<file path="src/rtl/window_gen_3x3.sv">
// rtl/window_gen_3x3.sv - 3x3 sliding window generator fed by two line buffers.
// Tracks raster position to flag only fully in-frame windows and end of frame.
module window_gen_3x3 #(
    parameter int WIDTH  = 4,
    parameter int HEIGHT = 4
) (
    input  logic        clk,
    input  logic        rst_n,
    input  logic        en,
    input  logic [7:0]  row0_in,
    input  logic [7:0]  row1_in,
    input  logic [7:0]  row2_in,
    output logic [71:0] win_out,
    output logic        win_valid,
    output logic        frame_done
);

    localparam int CW = $clog2(WIDTH);
    localparam int RW = $clog2(HEIGHT);

    localparam logic [CW-1:0] COL_LAST      = CW'(WIDTH - 1);
    localparam logic [CW-1:0] COL_MIN_VALID = CW'(2);
    localparam logic [RW-1:0] ROW_LAST      = RW'(HEIGHT - 1);
    localparam logic [RW-1:0] ROW_FILL_LAST = RW'(1);

    typedef enum logic {
        FILL = 1'b0,
        RUN  = 1'b1
    } state_t;

    state_t        state;
    logic [CW-1:0] col;
    logic [RW-1:0] row;
    logic          col_last;
    logic          row_last;

    assign col_last = (col == COL_LAST);
    assign row_last = (row == ROW_LAST);

    always_ff @(posedge clk or negedge rst_n) begin
        if (!rst_n) begin
            win_out    <= '0;
            win_valid  <= 1'b0;
            frame_done <= 1'b0;
            col        <= '0;
            row        <= '0;
            state      <= FILL;
        end else begin
            win_valid  <= 1'b0;
            frame_done <= 1'b0;
            if (en) begin
                // Each 24-bit row slice shifts toward c=0; the new column enters at c=2.
                win_out <= {row0_in, win_out[71:56],
                            row1_in, win_out[47:32],
                            row2_in, win_out[23:8]};

                win_valid  <= (state == RUN) && (col >= COL_MIN_VALID);
                frame_done <= col_last && row_last;

                if (col_last) begin
                    col <= '0;
                    if (row_last) begin
                        row <= '0;
                    end else begin
                        row <= row + RW'(1);
                    end
                end else begin
                    col <= col + CW'(1);
                end

                case (state)
                    FILL: if (col_last && (row == ROW_FILL_LAST)) state <= RUN;
                    RUN:  if (col_last && row_last) state <= FILL;
                    default: state <= FILL;
                endcase
            end
        end
    end

endmodule

</file>
<file path="config.mk">
export PLATFORM = sky130hd
export DESIGN_NAME = window_gen_3x3
export DESIGN_NICKNAME = d
export VERILOG_FILES = /design/src/rtl/window_gen_3x3.sv
export SDC_FILE = /design/constraint.sdc
export NUM_CORES = 1
export LEC_CHECK = 0
export CORE_UTILIZATION = 48
export CTS_CLUSTER_DIAMETER = 60
export CTS_CLUSTER_SIZE = 10
export DETAILED_ROUTE_END_ITERATION = 12
export PLACE_DENSITY = 0.81
export SYNTH_ARGS = -nofsm -noshare
export SYNTH_HDL_FRONTEND = slang
export SYNTH_SLANG_ARGS = --single-unit
export TNS_END_PERCENT = 1
</file>
<file path="constraint.sdc">
create_clock -name clk -period 3.36 [get_ports clk]
set_clock_uncertainty 0.1 [all_clocks]
set_input_delay 0.84 -clock clk [delete_from_list [all_inputs] [get_ports clk]]
set_output_delay 0.84 -clock clk [all_outputs]
set_load 0.1 [all_outputs]
</file>
## Yosys cells after proc, flatten, opt, wreduce, memory -nomap -nowiden

Index checks and enable logic that the tools add are counted.

| storage, ports and cells | value |
|---|---|
| register bits | 79 |
| bits of input ports | 27 |
| output and inout bits | 74 |
| logic and storage cells | 24 |

| operators by class | value |
|---|---|
| add/subtract/negate cells | 2 |
| magnitude comparators | 1 |
| equal/unequal tests | 3 |
| mux-type cells | 7 |
| bitwise operators | 1 |
| reductions and logical operators | 4 |

Operators with widths:

| kind | count |
|---|---|
| adder 2 x 1 -> 2 bit, second input constant | 2 |
| equality test 2 bit, second input constant | 2 |
| 2-to-1 mux 1 bit | 4 |
| 2-to-1 mux 2 bit | 2 |
| logical AND 1 bit | 3 |
| equality test 2 x 1 -> 1 bit, second input constant | 1 |
| greater-or-equal comparator 2 bit, second input constant | 1 |
| one-hot mux 1 bit (2 select lines) | 1 |
| AND reduction 2 bit | 1 |
| inverter 1 bit | 1 |

## Depth between registers and ports, before layout

| logic depth | value |
|---|---|
| depth after elaboration | 4 |
| gate-level depth with buffers | 5 |
| depth with buffers taken out | 4 |

## Worst setup path before layout

No wires, ideal clock.

| timing | value |
|---|---|
| path kind | register to output |
| start | register win_out[33] |
| end | output win_out[33] |
| arrival | 909 ps |
| required time | 2420 ps |
| setup slack | 1511 ps |
| stages on the path, launching flop included | 1 |
| path buffers | 0 |
| path through | dfrtp_1 |

RTL lines:

| what | line | RTL |
|---|---|---|
| start, declared | 13 | `output logic [71:0] win_out,` |
| start signal, assigned | 53 | `win_out <= {row0_in, win_out[71:56],` |

No word-level cell between the ends.

## Worst setup path in the final report

| timing | value |
|---|---|
| start | register win_out[11] |
| end | output win_out[11] |

No word-level cell between the ends.

==> results.sh <==
export IMPL_hold_buffers=0
export IMPL_portBuffers=100
export IMPL_rsz0062_at_grt="no"
export IMPL_place_area_mm2=0.003875
export IMPL_antennaDiodeCount=0
export IMPL_netlist_area_mm2=0.003019
export IMPL_drv_cap=0
export IMPL_synthTopCellsByArea="dfrtp_1 65%, mux2_2 25%, mux2_4 3.0%, ha_1 1.7%, buf_6 1.1%"
export IMPL_worst_pin_slew_ns=0.9560
export IMPL_period_minus_slack_ns=1.989
export IMPL_worst_path_buf_inv=1
export IMPL_antenna_found_initial=0
export IMPL_fin_tns_setup_ns=0
export IMPL_drive_gt1_frac=0.5819
export IMPL_core_area_mm2=0.005991
export IMPL_overflow=0
export IMPL_synth_nets=209
export IMPL_hpwl_um=3738
export IMPL_critPathLaunchType="flop"
export IMPL_setup_violations=0
export IMPL_powerDensity_mw_per_mm2=830.9
export IMPL_post_cts_buffers=0
export IMPL_nets=313
export IMPL_vdd_drop_max_mv=0.5809
export IMPL_status="finished clean"
export IMPL_combPwrFrac=0.454
export IMPL_relSlewSlack=0.3627
export IMPL_hold_worst_slack_ns=0.3851
export IMPL_vias_per_cell=4.959
export IMPL_slew_violations=0
export IMPL_num_vias=1795
export IMPL_dieArea_mm2=0.006611
export IMPL_synth_distinct_cells=15
export IMPL_layout_common_cells="79 x dfrtp_1, 78 x buf_4, 67 x mux2_2, 24 x clkdlybuf4s50_1, 10 x clkbuf_8"
export IMPL_first_global_vias=1812
export IMPL_synth_seq_area_share=0.6548
export IMPL_p_clk_frac=0.181
export IMPL_power_internal_w=0.001751
export IMPL_synth_top_cell_area_share=0.6548
export IMPL_clk_latency_ns=0.34
export IMPL_end_kind="output port"
export IMPL_regArea_mm2=0.001977
export IMPL_cp_slowest_cell="dfrtp_1"
export IMPL_io_pins=101
export IMPL_cts_sinks=79
export IMPL_cts_buffers=9
export IMPL_gp_congestion=0.6505
export IMPL_path_clk_slew_ns=0.08
export IMPL_area_growth_pct=34.11
export IMPL_max_freq_ghz=0.5028
export IMPL_ys_ff_latch=79
export IMPL_wl_um=5411
export IMPL_fin_area_mm2=0.004049
export IMPL_yosysTopAreaCell="dfrtp_1"
export IMPL_chipWidth_um=81.31
export IMPL_synthCells=178
export IMPL_grt_max_degree=80
export IMPL_avgRoutedWirePerCell_um=14.95
export IMPL_power_total_w=0.003364
export IMPL_start_util=0.5040
export IMPL_multi_input_area_um2=967.2
export IMPL_p_leak_nw=1.903
export IMPL_power_frac_seq=0.365
export IMPL_root_buffer="clkbuf_8"
export IMPL_worstPathRequired_ns=2.42
export IMPL_worstPathArrival_ns=1.05
export IMPL_yosys_warnings=0
export IMPL_nFillCells=445
export IMPL_cts_max_level=3
export IMPL_dp_cells=346
export IMPL_finalHoldViolations=0
export IMPL_drtIter0Drc=35
export IMPL_drc_errors=0
export IMPL_die_h_um=81.31
export IMPL_period_share=0.5919
export IMPL_syn_avg_cell_area_um2=16.96
export IMPL_swShare=0.4795
export IMPL_fin_cells=362
export IMPL_worstSetupPathType="flop to output port"
export IMPL_cts_tree="yes"
export IMPL_ant_nets=0
export IMPL_critical_path_cell_chain="buf_4"
export IMPL_hold_path_class="flop to flop"
export IMPL_first_pass_iters=4
export IMPL_rows=28
export IMPL_clock_path_buffers=2
export IMPL_grt_usage=0.1786
export IMPL_max_stage_delay_ns=0.39
export IMPL_grt_pass1_wl_um=8728
export IMPL_final_common_cell="dfrtp_1"
export IMPL_p_switching_w=0.001613
export IMPL_critPathMaxFanout=3
export IMPL_cts_resized=0
export IMPL_crit_family="flip-flops"
==> layer usage <==
| metal | routed length, um | track usage | share of wire |
|---|---|---|---|
| met1 | 2300 | 0.2158 | 0.43 |
| met2 | 2544 | 0.2750 | 0.47 |
| met3 | 518 | 0.09888 | 0.096 |
| met4 | 47 | 0.04821 | 0.0087 |
| met5 | 0 | 0 | 0 |
==> sequential cells by signal, indices dropped and copies added (netlist names) <==
name,count
frame_done,1
state,1
col,2
win_out,72
row,2
win_valid,1
==> power groups by stage <==
stage | Sequential, W | Clock, W | Combinational, W
floorplan | 0.00221 | 0 | 0.000224
global placement | 0.00124 | 0 | 0.00152
detailed placement | 0.00125 | 0 | 0.00154
CTS | 0.00123 | 0.000636 | 0.00154
global route | 0.00125 | 0.000672 | 0.00158
finish | 0.00123 | 0.000609 | 0.00153
==> final cells by class <==
class                      count  share of cell area
timing repair buffer         102              0.2040
inverter                       3            0.002781
tap                           75             0.02318
clock buffer                  10             0.03399
sequential                    79              0.4883
clock inverter                 6            0.008962
multi-input combinational     87              0.2389
==> final timing paths <==
check | startpoint | cells after the start | endpoint | slack (ns)
max | win_out[11]$_DFFE_PN0P_ | 1 | win_out[11] | 1.37
min | state$_DFFE_PN0P_ | 1 | state$_DFFE_PN0P_ | 0.39
max reg2reg | col[1]$_DFFE_PN0P_ | 3 | row[0]$_DFFE_PN0P_ | 2.03
min reg2reg | state$_DFFE_PN0P_ | 1 | state$_DFFE_PN0P_ | 0.39
max in group asynchronous | rst_n | 1 | win_out[66]$_DFFE_PN0P_ | 2.00
min in group asynchronous | rst_n | 1 | win_out[28]$_DFFE_PN0P_ | 0.55
==> synthesized netlist by cell type <==
library cell / count
dfrtp_1: 79
mux2_2: 67
buf_2: 6
mux2_4: 6
ha_1: 4
buf_6: 3
inv_1: 3
mux2i_1: 3
and3_1: 1
nand2_1: 1
nand3_1: 1
nor2_1: 1
o211a_1: 1
o21ai_0: 1
or3b_1: 1
==> cell families (layout without fill, tap and decap cells) <==
family | Yosys count | in the layout | synth area share
simple gates | 5 | 5 | 0.009115
fa+ha+maj | 4 | 4 | 0.01658
buf+inv | 12 | 121 | 0.02486
flops | 79 | 79 | 0.6548
compound gates | 2 | 2 | 0.004972
mux | 76 | 76 | 0.2897
==> stage by stage <==
| step | setup WS, ns | utilization |
|---|---|---|
| 5_1_grt | 1.317 | 0.6759 |
| 3_5_place_dp | 1.073 | 0.6468 |
| 2_1_floorplan | 1.511 | - |
| 3_3_place_gp | 1.091 | 0.6468 |
| 6_report | 1.371 | 0.6759 |
| 4_1_cts | 1.344 | 0.6759 |
No activity file was read; power rests on OpenSTA's default activity.
